[src/rtl/ppu_data_port.sv]
// CPU-side PPUADDR/PPUDATA controller: $2006 address latch, $2007 buffered reads,
// post-access increment and palette mirroring toward VRAM and palette RAM.
module ppu_data_port (
    input  logic        clk,
    input  logic        reset_n,
    input  logic [2:0]  cpu_reg,
    input  logic        cpu_wr,
    input  logic        cpu_rd,
    input  logic [7:0]  cpu_din,
    output logic [7:0]  cpu_dout,
    input  logic        inc32,
    output logic        busy,
    output logic [13:0] vram_addr,
    output logic [7:0]  vram_wdata,
    output logic        vram_wren,
    output logic        vram_rden,
    input  logic [7:0]  vram_rdata,
    output logic [4:0]  pal_addr,
    output logic        pal_wren,
    input  logic [7:0]  pal_rdata
);

    typedef enum logic [1:0] {IDLE, WAIT, CAPT} state_t;

    function automatic logic [4:0] mirror(input logic [4:0] a);
        if (a[4] && (a[1:0] == 2'b00)) return {1'b0, a[3:0]};
        return a;
    endfunction

    state_t      state_q, state_d;
    logic [13:0] v_q, v_d;
    logic [5:0]  t_hi_q, t_hi_d;
    logic        w_q, w_d;
    logic [7:0]  buf_q, buf_d;
    logic [7:0]  dout_q, dout_d;
    logic [13:0] vaddr_q, vaddr_d;
    logic [7:0]  wdata_q, wdata_d;
    logic        wren_q, wren_d;
    logic        rden_q, rden_d;
    logic        pwren_q, pwren_d;
    logic [4:0]  paddr_q, paddr_d;

    logic        acc_wr, acc_rd, is_pal;
    logic [13:0] v_inc;

    always_comb begin
        state_d = state_q;
        v_d     = v_q;
        t_hi_d  = t_hi_q;
        w_d     = w_q;
        buf_d   = buf_q;
        dout_d  = dout_q;
        vaddr_d = vaddr_q;
        wdata_d = wdata_q;
        paddr_d = paddr_q;
        wren_d  = 1'b0;
        rden_d  = 1'b0;
        pwren_d = 1'b0;

        // Accesses arriving while a read is in flight are dropped; write beats read.
        acc_wr = cpu_wr && (state_q == IDLE);
        acc_rd = cpu_rd && !cpu_wr && (state_q == IDLE);
        is_pal = (v_q >= 14'h3F00);
        v_inc  = v_q + (inc32 ? 14'd32 : 14'd1);

        case (state_q)
            IDLE: begin
                if (acc_wr) begin
                    if (cpu_reg == 3'd6) begin
                        if (!w_q) begin
                            t_hi_d = cpu_din[5:0];
                            w_d    = 1'b1;
                        end else begin
                            v_d = {t_hi_q, cpu_din};
                            w_d = 1'b0;
                        end
                    end else if (cpu_reg == 3'd7) begin
                        wdata_d = cpu_din;
                        v_d     = v_inc;
                        if (!is_pal) begin
                            vaddr_d = v_q;
                            wren_d  = 1'b1;
                        end else begin
                            paddr_d = mirror(v_q[4:0]);
                            pwren_d = 1'b1;
                        end
                    end
                end else if (acc_rd) begin
                    if (cpu_reg == 3'd2) begin
                        w_d = 1'b0;
                    end else if (cpu_reg == 3'd7) begin
                        dout_d  = is_pal ? pal_rdata : buf_q;
                        // Palette reads still refill the buffer from the nametable underneath.
                        vaddr_d = v_q & 14'h2FFF;
                        rden_d  = 1'b1;
                        v_d     = v_inc;
                        state_d = WAIT;
                    end
                end
            end
            WAIT: state_d = CAPT;
            CAPT: begin
                buf_d   = vram_rdata;
                state_d = IDLE;
            end
            default: state_d = IDLE;
        endcase
    end

    always_ff @(posedge clk or negedge reset_n) begin
        if (!reset_n) begin
            state_q <= IDLE;
            v_q     <= '0;
            t_hi_q  <= '0;
            w_q     <= 1'b0;
            buf_q   <= '0;
            dout_q  <= '0;
            vaddr_q <= '0;
            wdata_q <= '0;
            wren_q  <= 1'b0;
            rden_q  <= 1'b0;
            pwren_q <= 1'b0;
            paddr_q <= '0;
        end else begin
            state_q <= state_d;
            v_q     <= v_d;
            t_hi_q  <= t_hi_d;
            w_q     <= w_d;
            buf_q   <= buf_d;
            dout_q  <= dout_d;
            vaddr_q <= vaddr_d;
            wdata_q <= wdata_d;
            wren_q  <= wren_d;
            rden_q  <= rden_d;
            pwren_q <= pwren_d;
            paddr_q <= paddr_d;
        end
    end

    // Hold the write index during the strobe; otherwise track v for combinational reads.
    assign pal_addr   = pwren_q ? paddr_q : mirror(v_q[4:0]);
    assign cpu_dout   = dout_q;
    assign busy       = (state_q != IDLE);
    assign vram_addr  = vaddr_q;
    assign vram_wdata = wdata_q;
    assign vram_wren  = wren_q;
    assign vram_rden  = rden_q;
    assign pal_wren   = pwren_q;

endmodule

[config.mk]
export PLATFORM = sky130hd
export DESIGN_NAME = ppu_data_port
export DESIGN_NICKNAME = d
export VERILOG_FILES = /design/src/rtl/ppu_data_port.sv
export SDC_FILE = /design/constraint.sdc
export NUM_CORES = 1
export LEC_CHECK = 0
export BUFFER_PORTS_ARGS = -buffer_cell sky130_fd_sc_hd__clkbuf_2
export CAP_MARGIN = 40
export CORE_UTILIZATION = 40
export CTS_BUF_LIST = sky130_fd_sc_hd__clkbuf_8
export DETAILED_ROUTE_END_ITERATION = 16
export PLACE_DENSITY_LB_ADDON = 0.15
export SLEW_MARGIN = 20
export SYNTH_ARGS = -nofsm -noshare
export SYNTH_HDL_FRONTEND = slang
export SYNTH_SLANG_ARGS = --single-unit
[constraint.sdc]
create_clock -name clk -period 3.28 [get_ports clk]
set_input_delay 0.656 -clock clk [delete_from_list [all_inputs] [get_ports clk]]
set_output_delay 0.656 -clock clk [all_outputs]
set_load 0.03 [all_outputs]
==> impl_metrics.py, run 1 <==
metrics = {
    "run_status": {
        "status": "completed",
    },
    "yosys": {
        "synth_edf_count": 0,
        "ys.flop_type": "dfrtp_1",
        "synth.avg_cell_area_um2": 11.97,
        "synth_cell_type_count": 40,
        "synth.area.top_cells": "dfrtp_1 (53%), mux2_2 (15%), nand2_1 (2.9%)",
        "synth.net_count": 307,
        "synth-seq-cells": 69,
        "ys_warn_count": 0,
        "synthArstFlopShare_pct": 100.0,
        "yosysSeqAreaShare_pct": 53.02,
        "synth_area_um2": 3257,
        "yosysTopAreaCell": "dfrtp_1",
        "synth_top_area_share_pct": 53.02,
        "postSynthCellCount": 272,
    },
    "layout": {
        "final_nets": 380,
        "multiInputGateArea_um2": 1418,
        "area_growth_pct": 19.94,
        "layout.cells.non_filler": 452,
        "num-fill-cells": 734,
        "drive_gt1_share_pct": 42.86,
        "fin_area_um2": 3906,
        "area.sequential_um2": 1727,
        "n_antenna_cell": 0,
    },
    "cts": {
        "tritoncts": "built",
        "root_buffer": "clkbuf_8",
        "insertion_delay_ns": 0.34,
        "path_clk_slew_ns": 0.07,
        "cts_sinks": 69,
        "cts_buffers": 9,
        "cts_setup_buffers": 0,
        "cts_resized": 0,
        "cts_buffer_depth": 2,
        "cts_hold_buf": 0,
        "htreeDepth": 3,
    },
    "drt": {
        "drc_errors": 0,
        "firstDrtPassIters": 4,
        "totalWireLength_um": 7085,
        "vias_per_cell": 5.243,
        "first_iter_violations": 106,
        "vias": 2370,
        "drtAntennaViolNets": 0,
        "post_drt_wl_per_cell_um": 15.67,
    },
    "place": {
        "gp_congestion": 0.7899,
        "postPlaceCellArea_um2": 3709,
        "hpwl_um": 5149,
        "dp_cells": 435,
        "pre_cts_ws_ns": 0.6911,
        "port_buffers": 70,
    },
    "job": {
        "cap_violations": 0,
    },
    "floorplan": {
        "die_y_um": 92.24,
        "die_w_um": 92.24,
        "core-area_um2": 7807,
        "pin_count": 71,
        "die-area_um2": 8507,
        "initial_core_util_pct": 41.71,
        "std_cell_rows": 32,
    },
    "hold_path": {
        "hp-class": "in2async",
    },
    "global_routing": {
        "antenna_found_initial": 0,
        "grt_pass1_wl_um": 11990,
        "grt_max_degree": 51,
        "overflow": 0,
        "first_global_vias": 2407,
        "grt_usage_pct": 18.35,
    },
    "timing": {
        "slew_violations": 0,
        "setup_viol": 0,
        "worst_hold_slack_ns": 0.2784,
        "worst_pin_slew_ns": 0.7719,
        "fin_crit_sh_pct": 69.75,
        "fin_skew_ns": 0.005636,
        "layout_setup_ws_ns": 0.9922,
        "period_needed_ns": 2.288,
        "maxSlewHeadroom_pct": 48.37,
        "rsz0062_at_grt": "no",
        "setup-tns-final_ns": 0,
        "hold_violations": 0,
        "max_freq_ghz": 0.4371,
    },
    "critical_path": {
        "worstSetupPathType": "reg2reg",
        "rr_worst_depth": 6,
        "worst_r2r_endpoint": "vram_addr[11]",
        "rr_startpoint": "v_q[9]",
        "cp.arrival_ns": 2.51,
        "crit_fanout": 14,
        "crit_start": "v_q[9]",
        "cp-end-kind": "flip-flop",
        "r2r_slack_ns": 0.99,
        "worstPathRequired_ns": 3.50,
        "cp-start-kind": "flip-flop",
    },
    "power": {
        "powerDensity_nw_per_um2": 735.4,
        "vdd_drop_max_mv": 0.2961,
        "power.leakage_nw": 1.842,
    },
}
## area by class of cell
| class | count | area share, % |
|---|---|---|
| clock buffers | 13 | 4.580 |
| clock inverters | 3 | 0.2883 |
| inverters | 9 | 0.9289 |
| multi-input cells | 181 | 36.29 |
| flip-flops and latches | 69 | 44.20 |
| well taps | 102 | 3.267 |
| repair buffers | 75 | 10.44 |
## worst max-delay path by stage
stage	end	slack, ns	depth (start not counted)
after floorplan	vram_addr[10]	1.19	6
after global placement	vram_addr[1]	0.81	6
after detailed placement	vram_addr[1]	0.69	6
after CTS	vram_addr[1]	0.99	6
after global routing	vram_addr[9]	0.90	6
final	vram_addr[11]	0.99	6
## registers in the layout, summed over array words and instances, names as in the netlist, 2 cells and up
| name | count |
|---|---|
| v_q | 14 |
| vram_addr | 14 |
| buf_q | 8 |
| cpu_dout | 8 |
| vram_wdata | 8 |
| t_hi_q | 6 |
| paddr_q | 5 |
| state_q | 2 |
## logic make-up (layout without fill, tap and decap cells)
| group | count (synthesis) | in the layout | share of synthesized area (%) |
|---|---|---|---|
| AO/OA/AOI/OAI | 64 | 64 | 14.68 |
| XOR/XNOR | 1 | 1 | 0.2690 |
| AND/OR/NAND/NOR | 61 | 61 | 9.758 |
| adder cells (fa/ha/maj) | 3 | 3 | 1.153 |
| multiplexers | 52 | 52 | 17.67 |
| buffers and inverters | 22 | 100 | 3.458 |
| flip-flops | 69 | 69 | 53.02 |
## worst max-delay path: stages (launching register included)
cell	delay [ns]
dfrtp_1	0.43
nand3_1	0.16
nor2_1	0.07
buf_4	0.20
mux2_2	0.30
nor3_4	0.60
mux2_2	0.41
## metrics by stage
| step | util (%) | power (W) |
|---|---|---|
| 5_1_grt | 50.03 | 0.003039 |
| 2_1_floorplan | - | 0.001934 |
| 3_5_place_dp | 47.50 | 0.002245 |
| 3_3_place_gp | 47.15 | 0.002219 |
| 4_1_cts | 49.94 | 0.002902 |
| 6_report | 50.03 | 0.002873 |
## layer usage
| metal | vias up | wire (um) | GRT usage, % |
|---|---|---|---|
| li1 | 1139 | - | - |
| met5 | - | 0 | 0 |
| met1 | 1140 | 3242 | 24.64 |
| met2 | 73 | 3220 | 27.55 |
| met4 | 0 | 178 | 8.333 |
| met3 | 18 | 445 | 5.141 |
## cells in the mapped netlist (2+ instances only)
cell type,count
a21oi_1,13
clkbuf_1,7
a21oi_2,5
o22ai_1,8
buf_6,2
nand3_1,11
dfrtp_1,69
a2bb2oi_2,4
nor3_1,3
mux2i_1,8
nor2b_1,4
nor3_4,2
o2bb2ai_1,3
o32ai_1,2
buf_4,3
and3_1,3
ha_1,3
nand2_1,25
a41o_1,2
nor2_1,6
inv_1,8
or3_1,2
a22oi_1,2
o21ai_0,18
mux2_2,44
## report_power, final
group          switching (W)  internal, W  leakage (nW)  total [W]
combinational       0.000579     0.000365         0.877   0.000944
clock               0.000303     0.000350         0.109   0.000653
sequential          0.000189      0.00109         0.855    0.00128
## layout by cell type (no fill, tap or decap), drive strengths merged, types with 2 or more instances in the layout
cell / n
inv: 12
o21ai: 19
nor2: 7
dfrtp: 69
or3: 2
a21oi: 18
clkbuf: 83
a41o: 2
nand3: 11
and3: 3
ha: 3
nor2b: 4
nor3: 5
a22oi: 3
nand2: 25
o32ai: 2
buf: 5
a2bb2oi: 5
o22ai: 8
mux2i: 8
mux2: 44
o2bb2ai: 3
No activity file was read; power rests on OpenSTA's default activity.
==> run 2: changes to the inputs <==
--- a/config.mk
+++ b/config.mk
@@ -5,6 +5,7 @@
 export SDC_FILE = /design/constraint.sdc
 export NUM_CORES = 1
 export LEC_CHECK = 0
+export ABC_AREA = 1
 export BUFFER_PORTS_ARGS = -buffer_cell sky130_fd_sc_hd__clkbuf_2
 export CAP_MARGIN = 40
 export CORE_UTILIZATION = 40
==> constraint.sdc (replaced) <==
create_clock -name clk -period 2.3 [get_ports clk]
set_input_delay 0.46 -clock clk [delete_from_list [all_inputs] [get_ports clk]]
set_output_delay 0.46 -clock clk [all_outputs]
set_load 0.03 [all_outputs]
==> run 2 against run 1 <==
Highest routed layer unchanged. Non-clock buffer count up 1. Clock skew up 0.0035 ns. Wire length up 10%. Largest cell class unchanged. First-iteration DRC count up 19%.
==> impl_metrics.py, run 2 <==
metrics = {
    "layout": {
        "n_antenna_cell": 0,
        "area_growth_pct": 20.36,
        "layout_commonest_cell": "nand2_1",
        "drive_gt1_share_pct": 25.57,
        "final_nets": 511,
        "layout.cells.non_filler": 586,
        "layout_common_cells": "nand2_1 (129), dfrtp_1 (69), clkbuf_2 (69), inv_1 (34), o21ai_0 (31)",
    },
    "drt": {
        "firstDrtPassIters": 4,
        "totalWireLength_um": 7792,
        "vias": 2881,
        "vias_per_cell": 4.916,
        "drtAntennaViolNets": 0,
        "first_iter_violations": 126,
        "drc_errors": 0,
        "post_drt_wl_per_cell_um": 13.30,
    },
    "floorplan": {
        "pin_count": 71,
        "initial_core_util_pct": 41.45,
        "die_y_um": 94.51,
        "std_cell_rows": 33,
        "core-area_um2": 8258,
        "die_w_um": 94.51,
        "die-area_um2": 8932,
    },
    "yosys": {
        "ys_warn_count": 0,
        "ys.flop_type": "dfrtp_1",
        "yosysSeqAreaShare_pct": 50.44,
        "synth-seq-cells": 69,
        "synth.avg_cell_area_um2": 8.494,
        "synth_top_area_share_pct": 50.44,
        "yosysTopAreaCell": "dfrtp_1",
        "postSynthCellCount": 403,
        "synth_area_um2": 3423,
        "synth_edf_count": 0,
        "synthArstFlopShare_pct": 100.0,
        "synth_top_cells_by_count": "nand2_1 (129), dfrtp_1 (69), inv_1 (32)",
        "synth_cell_type_count": 38,
        "yosysMostFrequentCell": "nand2_1",
        "synth.net_count": 438,
        "synth.area.top_cells": "dfrtp_1 (50%), nand2_1 (14%), o21ai_0 (4.5%)",
    },
    "power": {
        "power.leakage_nw": 2.101,
        "vdd_drop_max_mv": 0.4443,
        "powerDensity_nw_per_um2": 1008,
    },
    "place": {
        "port_buffers": 70,
        "hpwl_um": 5574,
        "gp_congestion": 0.8121,
        "dp_cells": 570,
    },
    "job": {
        "cap_violations": 0,
    },
    "timing": {
        "hold_violations": 0,
        "max_freq_ghz": 0.5536,
        "setup_viol": 0,
        "fin_crit_sh_pct": 78.54,
        "fin_skew_ns": 0.009093,
        "setup-tns-final_ns": 0,
        "slew_violations": 0,
        "worst_pin_slew_ns": 0.4103,
        "rsz0062_at_grt": "no",
        "period_needed_ns": 1.806,
        "maxSlewHeadroom_pct": 72.61,
    },
    "global_routing": {
        "grt_max_degree": 70,
        "overflow": 0,
        "grt_pass1_wl_um": 13150,
        "grt_usage_pct": 19.36,
        "antenna_found_initial": 0,
        "first_global_vias": 2658,
    },
    "critical_path": {
        "worstSetupPathType": "reg2out",
        "cp-end-kind": "primary output",
        "worst_r2r_endpoint": "v_q[8]",
        "crit_fanout": 4,
        "cp-start-kind": "flip-flop",
        "rr_worst_depth": 8,
        "cp.arrival_ns": 1.35,
        "rr_startpoint": "v_q[5]",
        "worstPathRequired_ns": 1.84,
        "r2r_slack_ns": 0.55,
    },
    "cts": {
        "cts_sinks": 69,
        "path_clk_slew_ns": 0.07,
        "cts_buffers": 9,
        "tritoncts": "built",
        "cts_hold_buf": 0,
        "cts_setup_buffers": 0,
        "htreeDepth": 3,
        "cts_buffer_depth": 2,
        "root_buffer": "clkbuf_8",
        "insertion_delay_ns": 0.36,
        "cts_resized": 0,
    },
    "run_status": {
        "status": "completed",
    },
    "hold_path": {
        "hp-class": "in2async",
    },
}
==> run 2: cell families after synthesis <==
group           count (synthesis)  synth area share (%)
xor+xnor                        1                0.2559
mux                            12                 3.947
simple gates                  203                 27.16
compound gates                 65                 10.75
flops                          69                 50.44
fa+ha+maj                       3                 1.097
buf+inv                        50                 6.360
==> run 2: how the worst max path moves through the flow <==
stage	startpoint	endpoint	slack, ns	cells past startpoint
after floorplan	pal_wren	pal_addr[0]	0.43	2
after global placement	inc32	v_q[8]	0.45	11
after detailed placement	inc32	v_q[8]	0.38	11
after CTS	v_q[4]	pal_addr[4]	0.47	4
after global routing	v_q[0]	v_q[8]	0.31	9
final	v_q[4]	pal_addr[4]	0.49	4
==> run 2: power breakdown <==
| part | internal, W | total, W | switching, W |
|---|---|---|---|
| clock network | 0.000740 | 0.00121 | 0.000466 |
| registers | 0.00151 | 0.00172 | 0.000218 |
| logic | 0.000398 | 0.00122 | 0.000824 |
| total | 0.00264 | 0.00415 | 0.00151 |
==> run 2: worst max-delay path: stages (launching register included) <==
cell	delay (ns)
dfrtp_1	0.43
o21a_1	0.15
inv_1	0.05
o21ai_0	0.13
clkbuf_2	0.22
==> run 2: per-layer routing <==
| metal | share of wire (%) | track usage (%) |
|---|---|---|
| met4 | 2.0 | 8.712 |
| met5 | 0 | 0 |
| met2 | 44 | 28.44 |
| met1 | 50 | 27.54 |
| met3 | 3.9 | 3.784 |
==> run 2: stage by stage <==
step	cell area, um2	utilization (%)	worst slack (ns)	hold WS [ns]	total power [W]
CTS	4120	49.89	0.4738	0.1354	0.004193
global route	4120	49.89	0.3102	0.1555	0.004410
detailed placement	3880	46.98	0.3811	0.4734	0.002981
floorplan	3423	-	0.4320	0.1644	0.002589
global placement	3880	46.98	0.4543	0.4676	0.002966
finish	4120	49.89	0.4936	0.1154	0.004152
==> run 2: layout make-up <==
class | count | area, um2
timing repair buffer | 76 | 407.9
clock inverter | 6 | 102.6
inverter | 36 | 135.1
clock buffer | 10 | 137.6
fill | 820 | 4138
tap | 105 | 131.4
sequential | 69 | 1727
multi-input combinational | 284 | 1479
==> run 3: changes to the inputs <==
==> constraint.sdc (replaced) <==
create_clock -name clk -period 1.6 [get_ports clk]
set_input_delay 0.32 -clock clk [delete_from_list [all_inputs] [get_ports clk]]
set_output_delay 0.32 -clock clk [all_outputs]
set_load 0.03 [all_outputs]
==> run 3 against run 2 <==
The run now ends with negative setup slack left. Largest cell class unchanged. Design area grew 10%. Non-clock buffer count grew 34. Critical path depth grew 1. Wire length grew 8.7%.
==> impl_metrics.py, run 3 (same netlist as run 2, synthesis figures left out) <==
metrics = {
    "run_status": {
        "status": "finished, violations left",
        "violations": "negative setup slack",
    },
    "layout": {
        "drive_gt1_share_pct": 34.56,
        "final_nets": 545,
        "area_growth_pct": 32.38,
        "n_antenna_cell": 0,
        "layout_common_cells": "nand2_1 (122), dfrtp_1 (66), clkbuf_2 (63), buf_4 (36), inv_1 (32)",
        "layout_commonest_cell": "nand2_1",
    },
    "floorplan": {
        "initial_core_util_pct": 41.45,
        "std_cell_rows": 33,
        "pin_count": 71,
        "core-area_um2": 8258,
        "die_y_um": 94.51,
        "die_w_um": 94.51,
        "die-area_um2": 8932,
    },
    "critical_path": {
        "crit_path_frequent_cell": "buf_6",
        "critPathSlowestCell": "dfrtp_1",
        "cp.arrival_ns": 1.29,
        "max_stage_delay_ns": 0.39,
        "crit_fanout": 3,
        "cp-start-kind": "flip-flop",
        "critPathBufInv": 3,
        "path_cells": "buf_6 > o21a_1 > inv_2 > o21ai_2 > buf_6",
        "worstPathRequired_ns": 1.28,
        "critPathTopFamily": "flip-flops",
        "worstSetupPathType": "reg2out",
        "cp-end-kind": "primary output",
    },
    "hold_path": {
        "hp-class": "in2reg",
    },
    "place": {
        "hpwl_um": 5811,
        "port_buffers": 70,
        "gp_congestion": 0.8043,
        "pre_cts_ws_ns": -0.03436,
    },
    "global_routing": {
        "grt_max_degree": 70,
        "grt_usage_pct": 20.18,
        "grt_pass1_wl_um": 13540,
        "overflow": 0,
        "first_global_vias": 2737,
        "antenna_found_initial": 0,
    },
    "power": {
        "powerDensity_nw_per_um2": 1385,
        "total_power_w": 0.006278,
        "vdd_drop_max_mv": 0.5169,
        "power.leakage_nw": 2.281,
    },
    "timing": {
        "max_freq_ghz": 0.6221,
        "rsz0062_at_grt": "yes",
        "worst_pin_slew_ns": 0.3839,
        "fin_crit_sh_pct": 100.5,
        "maxSlewHeadroom_pct": 74.40,
        "period_needed_ns": 1.608,
        "slew_violations": 0,
        "hold_violations": 0,
        "setup_viol": 1,
        "layout_setup_ws_ns": -0.007547,
        "fin_skew_ns": 0.009537,
    },
    "drt": {
        "drc_errors": 0,
        "drtAntennaViolNets": 0,
        "first_iter_violations": 196,
        "totalWireLength_um": 8469,
        "vias": 3095,
        "vias_per_cell": 4.992,
        "firstDrtPassIters": 4,
        "post_drt_wl_per_cell_um": 13.66,
    },
    "cts": {
        "root_buffer": "clkbuf_8",
        "cts_buffer_depth": 2,
        "cts_sinks": 69,
        "tritoncts": "built",
        "htreeDepth": 3,
        "insertion_delay_ns": 0.35,
        "cts_buffers": 9,
        "path_clk_slew_ns": 0.08,
    },
    "job": {
        "cap_violations": 0,
    },
}
-- run 3: metal layers --
metal / GRT usage (%) / vias up / wire length, um
li1: - / 1530 / -
met4: 8.081 / 0 / 115
met5: 0 / - / 0
met3: 3.945 / 12 / 328
met1: 28.67 / 1479 / 3976
met2: 30.13 / 74 / 4049
-- run 3: final cells by class --
class | instances | area [um2]
Fill cell | 778 | 3726
Sequential cell | 69 | 1730
Multi-Input combinational cell | 284 | 1588
Timing Repair Buffer | 110 | 718.2
Clock buffer | 11 | 151.4
Inverter | 36 | 137.6
Tap cell | 105 | 131.4
Clock inverter | 5 | 75.07
-- run 3: report_power, final --
part           internal (W)  total, W  switching [W]
Clock              0.000953   0.00163       0.000675
Combinational      0.000849   0.00219        0.00134
Sequential          0.00217   0.00246       0.000294
Total               0.00397   0.00628        0.00231
-- run 3: per-stage QoR --
stage | TNS [ns] | utilization (%) | cells | hold WS [ns] | area (um2)
2_1_floorplan | -0.6402 | - | 403 | 0.02441 | 3426
3_3_place_gp | -0.02484 | 49.41 | 593 | 0.3777 | 4080
3_5_place_dp | -0.1063 | 49.41 | 593 | 0.3768 | 4080
4_1_cts | -0.1087 | 53.17 | 616 | 0.1934 | 4390
5_1_grt | -0.1827 | 54.88 | 620 | 0.1986 | 4532
6_report | -0.007547 | 54.88 | 620 | 0.2023 | 4532
-- run 3: path summary, 6_finish.rpt --
path	start	end	slack [ns]	cells after the start
worst max-delay path	v_q[0]	pal_addr[4]	-0.008	5
worst min-delay path	vram_rdata[3]	buf_q[3]	0.20	2
worst max register to register	v_q[5]	v_q[7]	0.07	11
worst min register to register	vram_addr[13]	vram_addr[13]	0.48	2
max in group asynchronous	reset_n	v_q[1]	0.74	3
min in group asynchronous	reset_n	vram_addr[5]	0.51	3
-- run 3: worst register-to-register path, stage by stage, from the launching register on --
cell     delay (ns)
dfrtp_1        0.43
ha_4           0.29
buf_6          0.09
nand2_2        0.05
nor2_1         0.09
nand2_1        0.09
nand2_2        0.11
nand3_2        0.06
nand2_1        0.06
nand3_1        0.06
nand2_1        0.06
inv_1          0.03
-- run 3: repair_timing --
item,4_1_cts,5_1_grt
pin swaps,1,16
endpoints found under the setup margin,5,38
resized for setup,16,32
hold buffers,1,0
setup buffers,6,5
hold endpoints to repair,2,0
